===== src/rtl/clusterv_sram_march_bist.sv =====
// March C- built-in self test engine for the byte-enable SRAM port.
// Runs M0..M5 over the full address range and reports pass/fail, error count and first-failure capture.
//
// state     | meaning
// S_IDLE    | waiting for start, no SRAM access
// S_WR_ONLY | M0 write of the all-zeros word, one address per cycle
// S_RD      | read strobe to the current address
// S_WAIT    | read latency padding (READ_LATENCY-1 cycles)
// S_WR      | compare returned data and write the element's value (M1..M4)
// S_CHK     | compare returned data only (M5)
// S_DONE    | test finished, status held until the next start
module clusterv_sram_march_bist #(
   parameter int ADDR_WIDTH   = 10,
   parameter int DATA_WIDTH   = 32,
   parameter int READ_LATENCY = 1
) (
   input  logic                    clock,
   input  logic                    reset,
   input  logic                    start,
   input  logic                    abort,
   output logic                    busy,
   output logic                    done,
   output logic                    pass,
   output logic [15:0]             error_count,
   output logic [ADDR_WIDTH-1:0]   fail_addr,
   output logic [DATA_WIDTH-1:0]   fail_expected,
   output logic [DATA_WIDTH-1:0]   fail_actual,
   output logic [ADDR_WIDTH-1:0]   i_addr,
   output logic                    i_read_en,
   output logic                    i_write_en,
   output logic [DATA_WIDTH/8-1:0] i_byte_en,
   output logic [DATA_WIDTH-1:0]   i_write_data,
   input  logic [DATA_WIDTH-1:0]   i_read_data
);

   localparam int BE_W = DATA_WIDTH / 8;
   localparam logic [ADDR_WIDTH-1:0] ADDR_MAX  = '1;
   localparam logic [1:0]            WAIT_INIT = (READ_LATENCY > 1) ? 2'(READ_LATENCY - 2) : 2'd0;

   typedef enum logic [2:0] {
      S_IDLE, S_WR_ONLY, S_RD, S_WAIT, S_WR, S_CHK, S_DONE
   } state_t;

   state_t                  state_q, state_d;
   logic [2:0]              elem_q, elem_d;
   logic [ADDR_WIDTH-1:0]   addr_q, addr_d;
   logic [1:0]              wait_q, wait_d;
   logic                    busy_q, busy_d;
   logic                    done_q, done_d;
   logic                    pass_q, pass_d;
   logic [15:0]             err_q, err_d;
   logic [ADDR_WIDTH-1:0]   fail_addr_q, fail_addr_d;
   logic [DATA_WIDTH-1:0]   fail_exp_q, fail_exp_d;
   logic [DATA_WIDTH-1:0]   fail_act_q, fail_act_d;
   logic [ADDR_WIDTH-1:0]   i_addr_q, i_addr_d;
   logic                    i_read_en_q, i_read_en_d;
   logic                    i_write_en_q, i_write_en_d;
   logic [BE_W-1:0]         i_byte_en_q, i_byte_en_d;
   logic [DATA_WIDTH-1:0]   i_write_data_q, i_write_data_d;

   logic                    elem_up;
   logic                    last_addr;
   logic [DATA_WIDTH-1:0]   exp_data;

   always_comb begin
      state_d        = state_q;
      elem_d         = elem_q;
      addr_d         = addr_q;
      wait_d         = wait_q;
      busy_d         = busy_q;
      done_d         = done_q;
      pass_d         = pass_q;
      err_d          = err_q;
      fail_addr_d    = fail_addr_q;
      fail_exp_d     = fail_exp_q;
      fail_act_d     = fail_act_q;
      i_addr_d       = '0;
      i_read_en_d    = 1'b0;
      i_write_en_d   = 1'b0;
      i_byte_en_d    = '0;
      i_write_data_d = '0;

      // M1..M2 walk upward, M3..M5 walk downward
      elem_up   = (elem_q < 3'd3);
      last_addr = elem_up ? (addr_q == ADDR_MAX) : (addr_q == '0);
      exp_data  = ((elem_q == 3'd2) || (elem_q == 3'd4)) ? {DATA_WIDTH{1'b1}} : '0;

      case (state_q)
         S_IDLE, S_DONE: begin
            if (start && !abort) begin
               state_d     = S_WR_ONLY;
               elem_d      = 3'd0;
               addr_d      = '0;
               busy_d      = 1'b1;
               done_d      = 1'b0;
               pass_d      = 1'b0;
               err_d       = '0;
               fail_addr_d = '0;
               fail_exp_d  = '0;
               fail_act_d  = '0;
            end
         end
         S_WR_ONLY: begin
            if (addr_q == ADDR_MAX) begin
               elem_d  = 3'd1;
               addr_d  = '0;
               state_d = S_RD;
            end else begin
               addr_d = addr_q + 1'b1;
            end
         end
         S_RD: begin
            if (READ_LATENCY > 1) begin
               state_d = S_WAIT;
               wait_d  = WAIT_INIT;
            end else begin
               state_d = (elem_q == 3'd5) ? S_CHK : S_WR;
            end
         end
         S_WAIT: begin
            if (wait_q == 2'd0) state_d = (elem_q == 3'd5) ? S_CHK : S_WR;
            else                wait_d  = wait_q - 2'd1;
         end
         S_WR, S_CHK: begin
            if (i_read_data != exp_data) begin
               if (err_q != 16'hFFFF) err_d = err_q + 16'd1;
               if (err_q == 16'd0) begin
                  fail_addr_d = addr_q;
                  fail_exp_d  = exp_data;
                  fail_act_d  = i_read_data;
               end
            end
            if (last_addr) begin
               if (elem_q == 3'd5) begin
                  state_d = S_DONE;
                  busy_d  = 1'b0;
                  done_d  = 1'b1;
                  pass_d  = (err_d == 16'd0);
               end else begin
                  elem_d  = elem_q + 3'd1;
                  addr_d  = (elem_q >= 3'd2) ? ADDR_MAX : '0;
                  state_d = S_RD;
               end
            end else begin
               addr_d  = elem_up ? addr_q + 1'b1 : addr_q - 1'b1;
               state_d = S_RD;
            end
         end
         default: state_d = S_IDLE;
      endcase

      if (abort && busy_q) begin
         state_d = S_IDLE;
         busy_d  = 1'b0;
         done_d  = 1'b0;
         pass_d  = 1'b0;
      end

      // SRAM strobes are registered so they line up with the state they belong to
      i_write_en_d = (state_d == S_WR_ONLY) || (state_d == S_WR);
      i_read_en_d  = (state_d == S_RD);
      if (i_write_en_d || i_read_en_d) i_addr_d = addr_d;
      if (i_write_en_d) begin
         i_byte_en_d    = '1;
         i_write_data_d = elem_d[0] ? {DATA_WIDTH{1'b1}} : '0;
      end
   end

   always_ff @(posedge clock or negedge reset) begin
      if (!reset) begin
         state_q        <= S_IDLE;
         elem_q         <= 3'd0;
         addr_q         <= '0;
         wait_q         <= 2'd0;
         busy_q         <= 1'b0;
         done_q         <= 1'b0;
         pass_q         <= 1'b0;
         err_q          <= '0;
         fail_addr_q    <= '0;
         fail_exp_q     <= '0;
         fail_act_q     <= '0;
         i_addr_q       <= '0;
         i_read_en_q    <= 1'b0;
         i_write_en_q   <= 1'b0;
         i_byte_en_q    <= '0;
         i_write_data_q <= '0;
      end else begin
         state_q        <= state_d;
         elem_q         <= elem_d;
         addr_q         <= addr_d;
         wait_q         <= wait_d;
         busy_q         <= busy_d;
         done_q         <= done_d;
         pass_q         <= pass_d;
         err_q          <= err_d;
         fail_addr_q    <= fail_addr_d;
         fail_exp_q     <= fail_exp_d;
         fail_act_q     <= fail_act_d;
         i_addr_q       <= i_addr_d;
         i_read_en_q    <= i_read_en_d;
         i_write_en_q   <= i_write_en_d;
         i_byte_en_q    <= i_byte_en_d;
         i_write_data_q <= i_write_data_d;
      end
   end

   assign busy          = busy_q;
   assign done          = done_q;
   assign pass          = pass_q;
   assign error_count   = err_q;
   assign fail_addr     = fail_addr_q;
   assign fail_expected = fail_exp_q;
   assign fail_actual   = fail_act_q;
   assign i_addr        = i_addr_q;
   assign i_read_en     = i_read_en_q;
   assign i_write_en    = i_write_en_q;
   assign i_byte_en     = i_byte_en_q;
   assign i_write_data  = i_write_data_q;

endmodule


===== config.mk =====
export PLATFORM = sky130hd
export DESIGN_NAME = clusterv_sram_march_bist
export DESIGN_NICKNAME = d
export VERILOG_FILES = /design/src/rtl/clusterv_sram_march_bist.sv
export SDC_FILE = /design/constraint.sdc
export NUM_CORES = 1
export LEC_CHECK = 0
export ABC_AREA = 1
export BUFFER_PORTS_ARGS = -buffer_cell sky130_fd_sc_hd__buf_2
export CELL_PAD_IN_SITES_DETAIL_PLACEMENT = 0
export CELL_PAD_IN_SITES_GLOBAL_PLACEMENT = 1
export CORE_ASPECT_RATIO = 1.2
export CORE_MARGIN = 5
export CORE_UTILIZATION = 40
export DETAILED_ROUTE_END_ITERATION = 8
export PLACE_DENSITY_LB_ADDON = 0.1
export SLEW_MARGIN = 20
export SYNTH_ARGS = -nofsm -noshare
export SYNTH_HDL_FRONTEND = slang
export SYNTH_SLANG_ARGS = --single-unit

===== constraint.sdc =====
create_clock -name clock -period 3.12 [get_ports clock]
set_input_delay 0.312 -clock clock [delete_from_list [all_inputs] [get_ports clock]]
set_output_delay 0.312 -clock clock [all_outputs]
set_load 0.1 [all_outputs]

# --- Yosys cells after proc, flatten, opt, wreduce, memory -nomap -nowiden ---
# Index checks and enable logic that the tools add are counted.
word_totals:
  regBits: 159
  in_bits: 36
  output_inout_bits: 141
  elab_cells: 126
classes:
  addsub: 5
  magnitude_cmp: 2
  n_eq_ne: 24
  n_mux: 56
  n_bitwise: 1
  n_reduce_logical: 21
ops:
  columns: ["cell", "n"]
  rows:
  - ["2-to-1 mux 32 bit", 8]
  - ["one-hot mux 32 bit (2 select lines)", 2]
  - ["2-to-1 mux 10 bit", 10]
  - ["2-to-1 mux 16 bit", 4]
  - ["zero test 16 bit", 2]
  - ["inequality test 32 bit", 1]
  - ["one-hot mux 16 bit (2 select lines)", 1]
  - ["2-to-1 mux 3 bit", 10]
  - ["one-hot mux 10 bit (3 select lines)", 1]
  - ["one-hot mux 10 bit (2 select lines)", 1]
  - ["== test 3 bit (second input constant)", 6]
  - ["adder 16 x 1 -> 16 bit (second input constant)", 1]
  - ["inequality test 16 bit (second input constant)", 1]
  - ["one-hot mux 3 bit (5 select lines)", 1]
  - ["2-to-1 mux 1 bit", 13]
  - ["== test 3 x 2 -> 1 bit (second input constant)", 4]
  - ["inequality test 2 bit (second input constant)", 6]
  - ["adder 10 x 1 -> 10 bit (second input constant)", 1]
  - ["== test 10 bit (second input constant)", 1]
  - ["zero test 10 bit", 1]
  - ["subtractor 10 x 1 -> 10 bit (second input constant)", 1]
  - ["inequality test 3 bit (second input constant)", 3]
  - ["one-hot mux 3 bit (3 select lines)", 1]
  - ["AND reduction 4 bit", 2]
  - ["18 further kinds", 27]

# --- Longest topological paths before layout ---
logic_depth:
  ltp_word: 11
  mapped_depth: 16
  ltp_nobuf: 15

# --- Worst setup path before layout ---
# No wires, ideal clock.
synth_timing:
  path_kind: "register to register"
  startpoint: "register err_q[0] (netlist: error_count[0])"
  endpoint: "register pass_q (netlist: pass)"
  setup_ns: 0.120
  arrival_ns: 2.461
  t_required_ns: 3.000
  slack_ns: 0.539
  path_stages_with_launch: 15
  n_path_buf: 0
  period_less_slack_ns: 2.581
  path_cell_list: "dfrtp_1 ha_1 nand3_1 inv_2 nand2_1 nor2_2 nand2_1 nand2_1 nand3_1 nand2_1 nor2_1 nand2_1 nor2_1 nand3_1 nand2_1"
synth_between:
  elab_chain_cells: 9
  word_cells_on_any_way: 10
  cone_classes: "add/sub: 1; eq/ne: 1; mux: 7; reduce/logical: 1"
synth_rtl:
  columns: ["element", "line", "source"]
  rows:
  - ["start: declaration", "51", "logic [15:0] err_q, err_d;"]
  - ["start signal: assignment", "195", "err_q <= err_d;"]
  - ["adder 16 x 1 -> 16 bit or inequality test 16 bit (tied branches)", "126", "if (err_q != 16'hFFFF) err_d = err_q + 16'd1;"]
  - ["2-to-1 mux 16 bit", "126", null]
  - ["2-to-1 mux 16 bit *", "125", "if (i_read_data != exp_data) begin"]
  - ["2-to-1 mux 16 bit *", "88", "case (state_q)"]
  - ["zero test 16 bit *", "138", "pass_d = (err_d == 16'd0);"]
  - ["2-to-1 mux 1 bit *", "134", "if (elem_q == 3'd5) begin"]
  - ["2-to-1 mux 1 bit *", "133", "if (last_addr) begin"]
  - ["one-hot mux 1 bit (2 select lines) *", "88", null]
  - ["2-to-1 mux 1 bit *", "152", "if (abort && busy_q) begin"]
  - ["end signal: assignment", "194", "pass_q <= pass_d;"]
  - ["end: declaration", "50", "logic pass_q, pass_d;"]
# Mark *: on every way between the ends. The rest lies on a longest branch, timed or not. The select of a mux whose other input is x is not followed.
# A chain may end at the register's enable or synchronous reset.

# --- Worst setup path after layout ---
layout_timing:
  startpoint: "register elem_q[0]"
  endpoint: "register fail_act_q[5] (netlist: fail_actual[5])"
layout_between:
  elab_chain_cells: 6
  word_cells_on_any_way: 7
  cone_classes: "eq/ne: 4; mux: 1; reduce/logical: 2"
layout_rtl:
  columns: ["element", "line", "source"]
  rows:
  - ["start: declaration", "45", "logic [2:0] elem_q, elem_d;"]
  - ["start signal: assignment", "189", "elem_q <= elem_d;"]
  - ["== test 3 x 2 -> 1 bit or == test 3 bit (tied branches)", "86", "exp_data = ((elem_q == 3'd2) || (elem_q == 3'd4)) ? {DATA_WIDTH{1'b1}} : '0;"]
  - ["logical OR 1 bit *", "86", null]
  - ["2-to-1 mux 32 bit *", "86", null]
  - ["inequality test 32 bit *", "125", null]
  - ["inequality test 2 bit (no line) *", null, null]
  - ["AND reduction 4 bit (no line) *", null, null]
  - ["end signal: assignment", "198", "fail_act_q <= fail_act_d;"]
  - ["end: declaration", "54", "logic [DATA_WIDTH-1:0] fail_act_q, fail_act_d;"]
# Mark *: on every way between the ends. The rest lies on a longest branch, timed or not.

==> run metrics <==
I/O pins=177; Setup Total Neg Slack=0 ns; PD cells=621 mW/mm2; prevailing post-synth register cell=dfrtp_1; top cells by area, synth=dfrtp_1, nand2_1, nand3_1; CTS Buffer Depth=2; Synth cell types=40; Hold-fix buffers, CTS=0; Worst setup SP type=flip-flop; RSZ-0062 raised after global routing=no; largest net degree at the start of global routing=82; vias in the first global route=5542; TritonCTS Sinks=93; Leakage=3.97 nW; worst hold margin=-0.00190 ns; commonest cells in the synthesized netlist=nand2_1, nand3_1, dfrtp_1; top-area cell type share of the netlist area=38.7%; Finished Layout Cells=1148; Synth Register Bits=93; Clock transition at path regs=0.07 ns; Rel. slew slack=49.2%; Core ar.=0.0149 mm2; Antenna Cells=0; Reg area=0.00233 mm2; initial antenna violation count=0; Max VDD drop=0.463 mV; worst-case reg-to-reg path depth=12; Ys Warns=0; multi-input logic area=0.00275 mm2; Initial Util=40.4%; Syn Std Cell Area=0.00602 mm2; Clock Latency Late Sink=0.35 ns; # fillers=1541; DP HPWL=13300 um; reg-to-reg slack, setup=0.72 ns; DRC Markers=0; final design utilization=46.2%; die height=144 um; number of vias per cell=4.99; Root Driver=clkbuf_16; Die X=122 um; aggregate routed wire length=17800 um; max-slew violation count=0; period utilisation layout=77.0%; Seq/Total Area, Yosys=38.7%; layout cell share with drive strength beyond 1=25.6%; GP Congestion=0.892; Post-DP Area=0.00659 mm2; first-pass GRT wire length=28300 um; dpl cells=1136; number of flops mapped to enable cells by yosys=0; HP Class=in2async; Async SR Flop Fraction=100%; # nets final=984; initial drt markers=429; die area=0.0176 mm2; CTS resizes=0; failing checks=hold timing; Layout area overhead=14.4%; crit path DAT=2.69 ns; # port buffers=176; CTS tree=built; Max Cap Viol=0; origin of the worst setup path=elem_q[0]; Yosys top cell by area=dfrtp_1; r2r endpoint=fail_actual[5]; Critical Path RT=3.41 ns; Max Fclk=0.416 GHz; Overflow after GRT=0; crit path capture type=flip-flop; # Post-CTS Setup Buffers=0; status=finished, violations left; TritonCTS buffer count=9; setup violators final=0; GRT Util Overall=20.3%; Post-Synthesis Cells=842; Final Hold Viols=3; most common cell in the netlist=nand2_1; syn_nets=883; Slew @ Worst Pin=0.762 ns; Setup CP Type=reg2reg; average wire per standard cell=15.5 um; CP Max Fanout=30; Pre-antenna DRT Iters=5; DR vias=5730; H-Tree Depth=3; crit path capture=fail_actual[5]; num rows=49; Pwr Total=4.28 mW; final instance area=0.00689 mm2; worst r2r src=elem_q[0]; clock skew=0.00920 ns; Post-Syn Area per Cell=7.15 um2; minimum clock period=2.40 ns; final antenna-violating net count=0
## worst min path at each step
stage          depth (start not counted)              end
3_5_place_dp                           2        wait_q[1]
2_1_floorplan                          0        addr_q[0]
5_1_grt                                1  error_count[15]
6_report                               1  error_count[14]
3_3_place_gp                           2        wait_q[1]
4_1_cts                                1  error_count[14]
## worst max-delay path, stage by stage (launching register included)
cell     delay (ns)
dfrtp_1        0.48
a21oi_1        0.18
nand2_1        0.12
nand2_1        0.09
nor2_1         0.04
nand2_2        0.24
nand2_4        0.20
inv_2          0.13
nand4_4        0.20
nand2_1        0.12
buf_4          0.30
nand3_1        0.14
nand2_1        0.08
## per-stage QoR
| stage | hold slack (ns) | setup WS, ns |
|---|---|---|
| 6_report | -0.00190 | 0.718 |
| 5_1_grt | 0.0708 | 0.464 |
| 4_1_cts | 0.198 | 0.700 |
| 3_5_place_dp | 0.480 | 0.725 |
| 3_3_place_gp | 0.469 | 0.766 |
| 2_1_floorplan | 0.0164 | 0.539 |
## where the power goes
part / switching (mW) / internal (mW)
registers: 0.140 / 1.31
clock network: 0.454 / 0.683
logic: 1.33 / 0.363
## layout make-up
| cell class | count | share of cell area (%) |
|---|---|---|
| Multi-Input combinational cell | 571 | 39.9 |
| Clock inverter | 3 | 0.945 |
| Inverter | 83 | 4.52 |
| Timing Repair Buffer | 185 | 13.9 |
| Sequential cell | 93 | 33.8 |
| Tap cell | 204 | 3.71 |
| Clock buffer | 9 | 3.27 |
## cell usage in the layout, fill, tap and decap left out, drive strengths merged
cell type and instances:
nand2 222, o21ai 51, a31oi 1, a21oi 10, o31ai 2, nor3 4, or2 4, xor2 11
inv 82, clkbuf 9, clkinv 2, nand4 23, buf 185, ha 5, bufinv 2, dfrtp 93
o22ai 4, o2111ai 2, o21a 1, o211ai 3, xnor2 1, nand3b 1, a21boi 1, nand3 132
nor2 93
## flip-flops by register name (all words and copies together), names as in the netlist, 2 cells and up
signal / cells
state_q: 3
fail_addr: 10
error_count: 16
wait_q: 2
addr_q: 10
elem_q: 3
i_addr: 10
fail_actual: 32
## logic make-up (layout without fill, tap and decap cells)
logic type,after synthesis,after routing,share of synthesized area [%]
AND/OR/NAND/NOR,479,479,35.3
buffers and inverters,178,280,15.8
flip-flops,93,93,38.7
adder cells (fa/ha/maj),5,5,1.04
XOR/XNOR,12,12,1.75
AO/OA/AOI/OAI,75,75,7.44
## per-layer routing
layer	vias up	global-route usage, %	wire [um]
met5	-	0	0
met4	0	7.08	345
met3	26	3.95	980
met2	167	34.9	9070
met1	2684	25.4	7390
li1	2853	-	-
No activity file was read; power rests on OpenSTA's default activity.
